$ cat config.mk
export PLATFORM = sky130hd
export DESIGN_NAME = key_conditioner_flat
export DESIGN_NICKNAME = d
export VERILOG_FILES = /design/src/rtl/key_pkg.sv /design/src/rtl/key_conditioner_if.sv /design/src/rtl/key_channel.sv /design/src/rtl/key_conditioner.sv /design/src/flat_wrapper.sv
export SDC_FILE = /design/constraint.sdc
export NUM_CORES = 1
export LEC_CHECK = 0
export ABC_AREA = 1
export CAP_MARGIN = 20
export CORE_MARGIN = 2
export CORE_UTILIZATION = 55
export DETAILED_ROUTE_END_ITERATION = 8
export GPL_ROUTABILITY_DRIVEN = 0
export GPL_TIMING_DRIVEN = 0
export PLACE_DENSITY = 0.72
export SYNTH_ARGS = -nofsm -noshare
export SYNTH_HDL_FRONTEND = slang
export SYNTH_SLANG_ARGS = --single-unit
$ cat constraint.sdc
create_clock -name i_clk -period 3.4 [get_ports i_clk]
set_input_delay 0.85 -clock i_clk [delete_from_list [all_inputs] [get_ports i_clk]]
set_output_delay 0.85 -clock i_clk [all_outputs]
set_load 0.01 [all_outputs]
$ cat src/rtl/key_pkg.sv
// rtl/key_pkg.sv - shared state encoding and default timing for the key conditioner
package key_pkg;

  typedef enum logic [1:0] {
    S_UP,
    S_DOWN_WAIT,
    S_DOWN,
    S_UP_WAIT
  } key_state_e;

  // 5 ms debounce and 1 s long-press at a 50 MHz clock
  localparam int DEFAULT_DEBOUNCE_CYCLES = 250000;
  localparam int DEFAULT_LONG_CYCLES     = 50000000;

endpackage

$ cat src/rtl/key_conditioner_if.sv
// rtl/key_conditioner_if.sv - raw key pins and conditioned key events
interface key_conditioner_if #(
  parameter int N_KEYS = 3
);

  logic [N_KEYS-1:0] i_keys;
  logic [N_KEYS-1:0] o_level;
  logic [N_KEYS-1:0] o_press;
  logic [N_KEYS-1:0] o_release;
  logic [N_KEYS-1:0] o_long;

  modport master (
    output i_keys,
    input  o_level,
    input  o_press,
    input  o_release,
    input  o_long
  );

  modport slave (
    input  i_keys,
    output o_level,
    output o_press,
    output o_release,
    output o_long
  );

endinterface

$ cat src/rtl/key_channel.sv
// rtl/key_channel.sv - synchroniser, debounce FSM and press/release/long pulses for one key
module key_channel
  import key_pkg::*;
#(
  parameter int DEBOUNCE_CYCLES = DEFAULT_DEBOUNCE_CYCLES,
  parameter int LONG_CYCLES     = DEFAULT_LONG_CYCLES,
  parameter bit ACTIVE_LOW      = 1'b1
) (
  input  logic i_clk,
  input  logic i_rst,
  input  logic i_key,
  output logic o_level,
  output logic o_press,
  output logic o_release,
  output logic o_long
);

  localparam int CW = $clog2(DEBOUNCE_CYCLES + 1);
  localparam int HW = $clog2(LONG_CYCLES + 1);
  localparam logic [CW-1:0] CNT_LAST  = CW'(DEBOUNCE_CYCLES - 1);
  localparam logic [HW-1:0] HOLD_LAST = HW'(LONG_CYCLES - 1);
  localparam logic [HW-1:0] HOLD_MAX  = HW'(LONG_CYCLES);

  logic [1:0]    sync;
  logic          pressed;
  key_state_e    state;
  logic [CW-1:0] cnt;
  logic [HW-1:0] hold;
  logic          long_flag;

  assign pressed = sync[1] ^ ACTIVE_LOW;

  always_ff @(posedge i_clk) begin
    if (i_rst) begin
      sync      <= {2{ACTIVE_LOW}};
      state     <= S_UP;
      cnt       <= '0;
      hold      <= '0;
      long_flag <= 1'b0;
      o_level   <= 1'b0;
      o_press   <= 1'b0;
      o_release <= 1'b0;
      o_long    <= 1'b0;
    end else begin
      sync      <= {sync[0], i_key};
      o_press   <= 1'b0;
      o_release <= 1'b0;
      o_long    <= 1'b0;
      case (state)
        S_UP: begin
          if (pressed) begin
            state <= S_DOWN_WAIT;
            cnt   <= '0;
          end
        end
        S_DOWN_WAIT: begin
          if (!pressed) begin
            state <= S_UP;
          end else if (cnt == CNT_LAST) begin
            state     <= S_DOWN;
            o_press   <= 1'b1;
            o_level   <= 1'b1;
            hold      <= '0;
            long_flag <= 1'b0;
          end else begin
            cnt <= cnt + CW'(1);
          end
        end
        S_DOWN: begin
          if (!pressed) begin
            state <= S_UP_WAIT;
            cnt   <= '0;
          end else begin
            // saturate so the long pulse can never re-arm on a very long hold
            if (hold != HOLD_MAX) hold <= hold + HW'(1);
            if (hold == HOLD_LAST && !long_flag) begin
              o_long    <= 1'b1;
              long_flag <= 1'b1;
            end
          end
        end
        S_UP_WAIT: begin
          if (pressed) begin
            state <= S_DOWN;
          end else if (cnt == CNT_LAST) begin
            state     <= S_UP;
            o_release <= 1'b1;
            o_level   <= 1'b0;
          end else begin
            cnt <= cnt + CW'(1);
          end
        end
        default: state <= S_UP;
      endcase
    end
  end

endmodule

$ cat src/rtl/key_conditioner.sv
// rtl/key_conditioner.sv - debounced level and event pulses for N_KEYS independent push-buttons
module key_conditioner
  import key_pkg::*;
#(
  parameter int N_KEYS          = 3,
  parameter int DEBOUNCE_CYCLES = DEFAULT_DEBOUNCE_CYCLES,
  parameter int LONG_CYCLES     = DEFAULT_LONG_CYCLES,
  parameter bit ACTIVE_LOW      = 1'b1
) (
  input logic              i_clk,
  input logic              i_rst,
  key_conditioner_if.slave bus
);

  if (N_KEYS < 1 || DEBOUNCE_CYCLES < 1 || LONG_CYCLES < 1) begin : g_bad_params
    $fatal(1, "key_conditioner: N_KEYS, DEBOUNCE_CYCLES and LONG_CYCLES must be >= 1");
  end

  logic [N_KEYS-1:0] level;
  logic [N_KEYS-1:0] press;
  logic [N_KEYS-1:0] rel;
  logic [N_KEYS-1:0] lng;

  for (genvar g = 0; g < N_KEYS; g++) begin : g_ch
    key_channel #(
      .DEBOUNCE_CYCLES(DEBOUNCE_CYCLES),
      .LONG_CYCLES    (LONG_CYCLES),
      .ACTIVE_LOW     (ACTIVE_LOW)
    ) u_ch (
      .i_clk    (i_clk),
      .i_rst    (i_rst),
      .i_key    (bus.i_keys[g]),
      .o_level  (level[g]),
      .o_press  (press[g]),
      .o_release(rel[g]),
      .o_long   (lng[g])
    );
  end

  assign bus.o_level   = level;
  assign bus.o_press   = press;
  assign bus.o_release = rel;
  assign bus.o_long    = lng;

endmodule

$ cat src/flat_wrapper.sv
// flat-port wrapper written by rule: the top's interface ports become plain ports
module key_conditioner_flat import key_pkg::*;
#(
  parameter int N_KEYS          = 3,
  parameter int DEBOUNCE_CYCLES = DEFAULT_DEBOUNCE_CYCLES,
  parameter int LONG_CYCLES     = DEFAULT_LONG_CYCLES,
  parameter bit ACTIVE_LOW      = 1'b1
)
  (i_clk, i_rst, bus_i_keys, bus_o_level, bus_o_press, bus_o_release, bus_o_long);
  key_conditioner_if #(.N_KEYS(N_KEYS)) bus_i ();
  input logic i_clk;
  input logic i_rst;
  input wire logic [$bits(bus_i.i_keys)-1:0] bus_i_keys;
  output wire logic [$bits(bus_i.o_level)-1:0] bus_o_level;
  output wire logic [$bits(bus_i.o_press)-1:0] bus_o_press;
  output wire logic [$bits(bus_i.o_release)-1:0] bus_o_release;
  output wire logic [$bits(bus_i.o_long)-1:0] bus_o_long;
  assign bus_i.i_keys = bus_i_keys;
  assign bus_o_level = bus_i.o_level;
  assign bus_o_press = bus_i.o_press;
  assign bus_o_release = bus_i.o_release;
  assign bus_o_long = bus_i.o_long;
  key_conditioner #(.N_KEYS(N_KEYS), .DEBOUNCE_CYCLES(DEBOUNCE_CYCLES), .LONG_CYCLES(LONG_CYCLES), .ACTIVE_LOW(ACTIVE_LOW)) u_core (.i_clk(i_clk), .i_rst(i_rst), .bus(bus_i));
endmodule
==> metrics.txt, run 1 <==
asr flop ratio synth 0; DRC viols 0; final WL 25800 um; largest family of logic cells by synthesized area simple AND/OR/NAND/NOR gates; Gate Count Post-Synth 1663; ys flop type dfxtp_1; Final Slew Violations 0; RSZ-0062 raised after global routing false; top cells by area, synth dfxtp_1 (32%), nand2_1 (19%), nor2_1 (12%); most frequent cell after synthesis nand2_1; Bufs and invs on worst path 2; vias in the first global route 9264; Post-synth top cells nand2_1 (499), nor2_1 (325), dfxtp_1 (159); first-pass GRT wire length 43700 um; largest net degree at the start of global routing 17; Root Buffer clkbuf_16; drt pass-1 iters 5; Setup crit end bus_o_level[2]; Initial Util 0.556; Setup-failing EPs final 0; post-route ant nets 0; CP Launch Type register; clk_lat worst skew 0.44 ns; Synth Area per Inst 5.94 um2; H-tree depth 4; grt ovf 0; fin cells 1938; maximum clock rate 0.441 GHz; setup TNS 0 ns; CTS tree done; CP Depth 2; Core Area 17800 um2; Final Skew 0.0140 ns; share of layout cells above drive strength 1 0.0655; Final Net Count 1711; status finished clean; post-detail-place hpwl 19100 um; FF-to-FF path depth 10; area grow syn2layout 10.6%; RR Endpoint u_core.g_ch[1].u_ch.hold[16]; hold buffers post-CTS 0; design area 10900 um2; vias post-DR 10300; Worst Hold Class register to register; die area 19000 um2; die width 138 um; buffers from clock root to sink, at most 2; Inserted Clock Buffers 17; XOR/XNOR share of the synthesized area 0.0222; Synth Area in Compound Gates 0.0872; multi-input logic area 5710 um2; family with the most delay on the worst path buffers and inverters; register-to-register setup slack 1.18 ns; final hold viol count 0; Adder-Cell Fraction of Synth Area 0.0114; reg-to-reg startpoint u_core.g_ch[1].u_ch.hold[1]; Cells after DPL 1907; leakage 3.97 nW; via/cell ratio 5.32; Finished Core Util 0.615; CP Data Required Time 2.55 ns; Hold Path Origin u_core.g_ch[0].u_ch.sync[0]; post-synth top area share 0.322; Worst slew margin 0.460; register area share after synthesis 0.322; syn nets 1677; Post-synth EDFFs 0; Slowest cell on crit path clkdlybuf4s50_1; # diodes 0; worst-path maximum fanout 2; Worst setup startpoint u_core.g_ch[2].u_ch.o_level; Netlist cell types 40; Peak VDD IR 0.541 mV; worst slew pin tran 0.810 ns; Clock Sinks 159; post-synthesis register bit count 159; fillcell total 1738; worst-path cell chain buf_4 > clkdlybuf4s50_1; initial antenna violation count 0; Post-CTS Resized 0; number of port buffers 15; kind of critical path register to output port; Post-Synthesis Cell Area 9880 um2; Placement Cell Area 10300 um2; fin crit period 2.27 ns; setup bufs post-CTS 0; Setup crit end kind output port; wire per inst 13.3 um; mux contribution to synthesized area 0; Synth Area in Simple Gates 0.458; post-synth top area cell dfxtp_1; Clk pin slew, worst setup/hold paths 0.06 ns; Tcrit/Tclk final 0.667; worst path arrival time 1.42 ns; I/O pin count 17; max-cap violation count 0; crit-path max cell delay 0.52 ns; FP Rows 49; Die Y 138 um; Syn. warnings 0; GRT Util Overall 0.272; register area 3180 um2; Power Dens Cells 375 nW/um2; first-iteration detailed-routing DRC count 718
## kinds of logic (layout without fill, tap and decap cells)
kind of cell	Yosys count	after routing
xor gates and xnor gates	25	25
adders and majority gates	9	9
and+or+nand+nor	1084	1084
buffers and inverters	228	274
AOI/OAI and AO/OA	158	158
DFF	159	159
## cell usage in the layout, fill, tap and decap left out, types with 10 or more instances in the layout
cell	n
o21ai_0	44
nand2_1	499
or2_2	10
nand4_1	32
inv_2	12
xor2_1	21
clkbuf_1	19
buf_2	13
nor2_1	325
clkdlybuf4s50_1	15
nor3_1	35
a21oi_1	86
inv_1	156
buf_4	18
dfxtp_1	159
clkbuf_16	17
nand3_1	149
## power breakdown
group          leakage, nW  total, mW  internal (mW)  switching [mW]
Clock                0.288       2.01           1.19           0.813
Combinational         2.40      0.190         0.0566           0.133
Sequential            1.28       1.90           1.88          0.0221
Total                 3.97       4.10           3.13           0.968
## stage by stage
stage	setup slack, ns	total power [mW]	hold slack [ns]
5_1_grt	1.06	4.23	0.435
2_1_floorplan	1.57	2.07	0.389
6_report	1.13	4.10	0.417
3_5_place_dp	0.784	2.13	0.399
4_1_cts	1.12	4.13	0.414
3_3_place_gp	0.787	2.13	0.401
## layer usage
metal	GRT usage	routed length, um
met1	0.372	12100
met2	0.436	11500
met3	0.0440	1510
met4	0.0994	625
met5	0	0
## state kept, by name, indices dropped and copies added, names as in the netlist, named ones only
| signal | count |
|---|---|
| u_core.g_ch.u_ch.o_press | 3 |
| u_core.g_ch.u_ch.o_release | 3 |
| u_core.g_ch.u_ch.hold | 78 |
| u_core.g_ch.u_ch.o_level | 3 |
| u_core.g_ch.u_ch.sync | 6 |
| u_core.g_ch.u_ch.o_long | 3 |
| u_core.g_ch.u_ch.long_flag | 3 |
| u_core.g_ch.u_ch.cnt | 54 |
| u_core.g_ch.u_ch.state | 3 |
## layout make-up
class,instances,share of cell area
clock buffers,19,0.0415
flip-flops and latches,159,0.291
well taps,229,0.0262
repair buffers,15,0.0137
plain buffers,59,0.0316
inverters,169,0.0581
multi-input cells,1276,0.523
clock inverters,12,0.0147
## how the worst min path moves through the flow
stage / end / slack [ns] / cells past startpoint
after floorplan: u_core.g_ch[0].u_ch.sync[1] / 0.39 / 1
after global placement: u_core.g_ch[0].u_ch.sync[1] / 0.40 / 1
after detailed placement: u_core.g_ch[0].u_ch.sync[1] / 0.40 / 1
after CTS: u_core.g_ch[0].u_ch.sync[1] / 0.41 / 1
after global routing: u_core.g_ch[0].u_ch.sync[1] / 0.44 / 1
final: u_core.g_ch[0].u_ch.sync[1] / 0.42 / 1
Power figures use the tool's default switching activity.
==> run 2, diff against run 1 <==
- PLACE_DENSITY: 0.72 -> 0.74
- clock period: 3.4 -> 1.9 ns (I/O delays scaled with it)
==> run 2 against run 1 <==
Net effect: via count up 2.5%; sequential share of layout area down 0.72 points; cell count up 0.57%; clock power up 75%; flip-flop and latch count unchanged; setup slack worse by 1.1 ns; wire length up 2.8%; power up 78%; largest power group unchanged; critical path depth unchanged; critical endpoint is now bus_o_release[2]; clock skew down 0.0036 ns.
==> metrics.txt, run 2 (same netlist as run 1, synthesis figures left out) <==
status finished clean; Setup-failing EPs final 0 (unchanged); register-to-register setup slack 0.07 ns (-1.11 ns); fin cells 1949 (+0.57%); Reg with most FFs u_core.g_ch.u_ch.hold; die width 138 um (unchanged); first-pass GRT wire length 44100 um (+0.99%); H-tree depth 4 (unchanged); Comb pwr share 0.050 (+0.004); Die Y 138 um (unchanged); worst path arrival time 1.38 ns (-0.04 ns); post-route ant nets 0 (unchanged); first-iteration detailed-routing DRC count 785 (+9.3%); design area 11300 um2 (+3.0%); worst-path maximum fanout 1 (-1); CTS tree done; Tcrit/Tclk final 0.976; GRT Util Overall 0.275 (+0.00273); final WL 26500 um (+2.8%); clk_lat worst skew 0.44 ns (about the same); maximum clock rate 0.539 GHz; Largest register FFs 78 (unchanged); reg-to-reg startpoint u_core.g_ch[1].u_ch.hold[1]; DRC viols 0 (unchanged); fin crit period 1.85 ns; Worst Hold Class register to register; Clk pwr share 0.483 (-0.006); Inserted Clock Buffers 17 (unchanged); Final Skew 0.0104 ns (-0.00358 ns); leakage 4.07 nW (+2.4%); grt ovf 0 (unchanged); max-cap violation count 0 (unchanged); Final Slew Violations 0 (unchanged); hold depth 1 (unchanged); Final Net Count 1722 (+0.64%); final hold viol count 0 (unchanged); FP Rows 49 (unchanged); kind of critical path register to output port; Core Area 17800 um2 (unchanged); via/cell ratio 5.42 (+1.9%); RR Endpoint u_core.g_ch[1].u_ch.hold[24]; Cells after DPL 1907 (unchanged); Switching Fraction 0.236 (-0.000441); largest net degree at the start of global routing 17 (unchanged); Int Power 5.57 mW (+78%); # diodes 0 (unchanged); worst slew pin tran 0.836 ns (+0.0254 ns); post-detail-place hpwl 19000 um (-0.29%); share of layout cells above drive strength 1 0.101 (+0.0356); I/O pin count 17 (unchanged); Power Dens Cells 648 nW/um2 (+73%); Placement Cell Area 10300 um2 (unchanged); buffers from clock root to sink, at most 2 (unchanged); drt pass-1 iters 8 (+3); Top Registers u_core.g_ch.u_ch.hold: 78 flops, u_core.g_ch.u_ch.cnt: 54 flops, u_core.g_ch.u_ch.sync: 6 flops; area grow syn2layout 13.9%; Worst slew margin 0.443 (-0.0169); vias in the first global route 9275 (+0.12%); setup TNS 0 ns (unchanged); Setup crit end kind output port; CP Data Required Time 1.42 ns (-1.13 ns); Final Total Pwr 7.29 mW (+78%); number of port buffers 15 (unchanged); wire per inst 13.6 um (+2.2%); Clock Sinks 159 (unchanged); FF-to-FF path depth 8 (-2); Initial Util 0.556 (unchanged); initial antenna violation count 0 (unchanged); CP Launch Type register; commonest non-fill, non-tap cell in the layout nand2_1; Flop pwr share 0.467 (+0.003); vias post-DR 10600 (+2.5%); Clk pin slew, worst setup/hold paths 0.06 ns (about the same); die area 19000 um2 (unchanged); most frequent cells in the layout nand2_1 (497), nor2_1 (305), inv_1 (152); Hold Path Sink u_core.g_ch[0].u_ch.sync[1]; Hold Path Origin u_core.g_ch[0].u_ch.sync[0]; P_sw 1.72 mW (+78%); Peak VDD IR 0.647 mV (+19%); Root Buffer clkbuf_16
## run 2: routing by layer
metal / up-vias / global-route usage / routed length (um)
met1: 4836 / 0.377 / 12400
met5: - / 0 / 0
met4: 0 / 0.0714 / 455
li1: 5350 / - / -
met3: 50 / 0.0492 / 1540
met2: 323 / 0.451 / 12100
## run 2: worst max-delay path by stage
stage	startpoint	endpoint	slack, ns	cells after the start
global placement	i_rst	u_core.g_ch[0].u_ch.hold[2]	-0.35	6
detailed placement	i_rst	u_core.g_ch[2].u_ch.hold[23]	-0.35	6
CTS	u_core.g_ch[0].u_ch.cnt[0]	u_core.g_ch[0].u_ch.cnt[14]	0.004	10
global route	u_core.g_ch[1].u_ch.cnt[1]	u_core.g_ch[1].u_ch.cnt[8]	-0.02	9
finish	u_core.g_ch[2].u_ch.o_release	bus_o_release[2]	0.05	2
floorplan	u_core.g_ch[1].u_ch.hold[1]	u_core.g_ch[1].u_ch.hold[16]	0.27	10
## run 2: through the flow
stage	hold slack (ns)	worst slack, ns	utilization
detailed placement	0.417	-0.354	0.580
finish	0.433	0.0457	0.633
CTS	0.431	0.00449	0.617
global route	0.445	-0.0177	0.633
floorplan	0.389	0.267	-
global placement	0.413	-0.352	0.580
## run 2: area by class of cell
type                            count  area, um2
Fill cell                        1669       6530
Multi-Input combinational cell   1276       5920
Sequential cell                   159       3200
Inverter                          169        643
Clock buffer                       21        450
Buffer                             59        365
Tap cell                          229        287
Timing Repair Buffer               26        250
Clock inverter                     10        138
## run 2: what timing repair did
item | in CTS | in global routing
pin swaps | 1 | 5
endpoints found under the setup margin | 22 | 138
resized for setup | 12 | 68
hold buffers | 0 | 0
buffers inserted | 2 | 9
## run 2: power groups by stage
stage	combinational, mW	sequential [mW]	clock [mW]
finish	0.361	3.41	3.52
global route	0.403	3.41	3.70
CTS	0.343	3.41	3.54
detailed placement	0.337	3.48	0
global placement	0.331	3.48	0
floorplan	0.236	3.47	0
## run 2: critical path, stage by stage (launching register included)
cell             delay (ns)
dfxtp_1                0.33
buf_4                  0.10
clkdlybuf4s50_1        0.51
==> run 3, diff against run 2 <==
- MAX_ROUTING_LAYER: default -> met4
==> run 3 against run 2 <==
Net effect: register-to-register slack improved by 0.02 ns; cell count did not move; count of clock-buffer cells in the layout is the same.
==> metrics.txt, run 3 (same netlist as run 1, synthesis figures left out) <==
FP Rows 49 (unchanged); drt pass-1 iters 6 (-2); Final Slew Violations 0 (unchanged); Int Power 5.57 mW (about the same); max-cap violation count 0 (unchanged); kind of critical path register to output port; share of layout cells above drive strength 1 0.101 (unchanged); Worst slew margin 0.446 (+0.00301); leakage 4.07 nW (unchanged); via/cell ratio 5.43 (+0.27%); Comb pwr share 0.050 (about the same); P_sw 1.71 mW (-0.71%); # diodes 0 (unchanged); Final Skew 0.00950 ns (-0.000925 ns); Reg with most FFs u_core.g_ch.u_ch.hold; register area 3200 um2 (unchanged); Die Y 138 um (unchanged); Clk pin slew, worst setup/hold paths 0.06 ns (about the same); post-detail-place hpwl 19000 um (unchanged); Inserted Clock Buffers 17 (unchanged); Switching Fraction 0.234 (-0.00129); number of port buffers 15 (unchanged); first-iteration detailed-routing DRC count 782 (-0.38%); CP Data Required Time 1.42 ns (about the same); die area 19000 um2 (unchanged); Final Total Pwr 7.28 mW (-0.16%); Clk pwr share 0.482 (about the same); Root Buffer clkbuf_16; Final Net Count 1722 (unchanged); worst path arrival time 1.38 ns (about the same); fin crit period 1.85 ns (-0.00420 ns); Power Dens Cells 647 nW/um2 (-0.16%); min setup slack post-route 0.0499 ns (+0.00420 ns); multi-input logic area 5920 um2 (unchanged); GRT Util Overall 0.283 (+0.00788); final WL 26500 um (about the same); design area 11300 um2 (unchanged); Flop pwr share 0.468 (about the same); vias post-DR 10600 (+0.27%); fillcell total 1669 (unchanged); Setup-failing EPs final 0 (unchanged); Peak VDD IR 0.638 mV (-1.3%); Worst Hold Class register to register; DRC viols 0 (unchanged); hold buffers post-CTS 0 (unchanged); CP Launch Type register; final hold viol count 0 (unchanged); die width 138 um (unchanged); commonest non-fill, non-tap cell in the layout nand2_1; Core Area 17800 um2 (unchanged); Placement Cell Area 10300 um2 (unchanged); wire per inst 13.6 um (about the same); I/O pin count 17 (unchanged); DP Worst Slack -0.354 ns (unchanged); largest net degree at the start of global routing 17 (unchanged); H-tree depth 4 (unchanged); maximum clock rate 0.541 GHz (+0.23%); Largest register FFs 78 (unchanged); grt ovf 0 (unchanged); Initial Util 0.556 (unchanged); clk_lat worst skew 0.44 ns (about the same); Top Registers u_core.g_ch.u_ch.hold: 78 flops, u_core.g_ch.u_ch.cnt: 54 flops, u_core.g_ch.u_ch.sync: 6 flops; worst-path maximum fanout 1 (unchanged); post-route ant nets 0 (unchanged); Clock Sinks 159 (unchanged); worst slew pin tran 0.831 ns (-0.00452 ns); most frequent cells in the layout nand2_1 (497), nor2_1 (305), inv_1 (152); CTS tree done; area grow syn2layout 13.9% (unchanged); initial antenna violation count 0 (unchanged); Setup crit end kind output port; first-pass GRT wire length 44100 um (about the same); buffers from clock root to sink, at most 2 (unchanged); status finished clean; vias in the first global route 9284 (+0.097%); Tcrit/Tclk final 0.974 (-0.00221)
==> run 3: cell counts in the layout (fill, tap and decap cells not counted) <==
Identical to the previous run, type by type.
==> run 3: final cells by class <==
class,count,share of cell area
buffer,59,0.0325
clock buffer,21,0.0400
clock inverter,10,0.0122
inverter,169,0.0572
multi-input combinational,1276,0.526
sequential,159,0.284
tap,229,0.0255
timing repair buffer,26,0.0222
==> run 3: worst max-delay path, stage by stage, from the launching register on <==
cell             delay [ns]
dfxtp_1                0.32
buf_4                  0.10
clkdlybuf4s50_1        0.51
==> run 3: timing repair <==
item	4_1_cts	5_1_grt
setup buffers	2	9
setup endpoints to repair	22	138
pin swaps	1	5
gates resized for setup	12	68
==> run 3: worst paths after layout <==
kind / startpoint / depth (start not counted) / end / slack, ns
hold reg to reg: u_core.g_ch[0].u_ch.sync[0] / 1 / u_core.g_ch[0].u_ch.sync[1] / 0.43
hold / removal: u_core.g_ch[0].u_ch.sync[0] / 1 / u_core.g_ch[0].u_ch.sync[1] / 0.43
setup / recovery: u_core.g_ch[2].u_ch.o_release / 2 / bus_o_release[2] / 0.05
setup reg to reg: u_core.g_ch[1].u_ch.hold[1] / 8 / u_core.g_ch[1].u_ch.hold[24] / 0.09
==> run 3: per-layer routing <==
layer | vias to the layer above | wire (um) | global-route usage | share of wire
li1 | 5355 | - | - | -
met1 | 4830 | 12300 | 0.377 | 0.46
met2 | 357 | 12100 | 0.450 | 0.46
met3 | 45 | 1680 | 0.0461 | 0.063
met4 | 0 | 450 | 0.0730 | 0.017
met5 | - | 0 | - | 0
==> run 3: power groups by stage <==
stage | Combinational [mW] | Clock, mW | Sequential, mW
final | 0.361 | 3.51 | 3.41
after global routing | 0.403 | 3.70 | 3.41
after CTS | 0.343 | 3.54 | 3.41
after detailed placement | 0.337 | 0 | 3.48
after global placement | 0.331 | 0 | 3.48
after floorplan | 0.236 | 0 | 3.47
==> run 3: per-stage QoR <==
stage / hold WS [ns] / instances / setup TNS (ns) / util
after floorplan: 0.389 / 1663 / 0 / -
after global placement: 0.413 / 1907 / -5.80 / 0.580
after detailed placement: 0.417 / 1907 / -6.04 / 0.580
after CTS: 0.431 / 1940 / 0 / 0.617
after global routing: 0.445 / 1949 / -0.0820 / 0.633
final: 0.433 / 1949 / 0 / 0.633
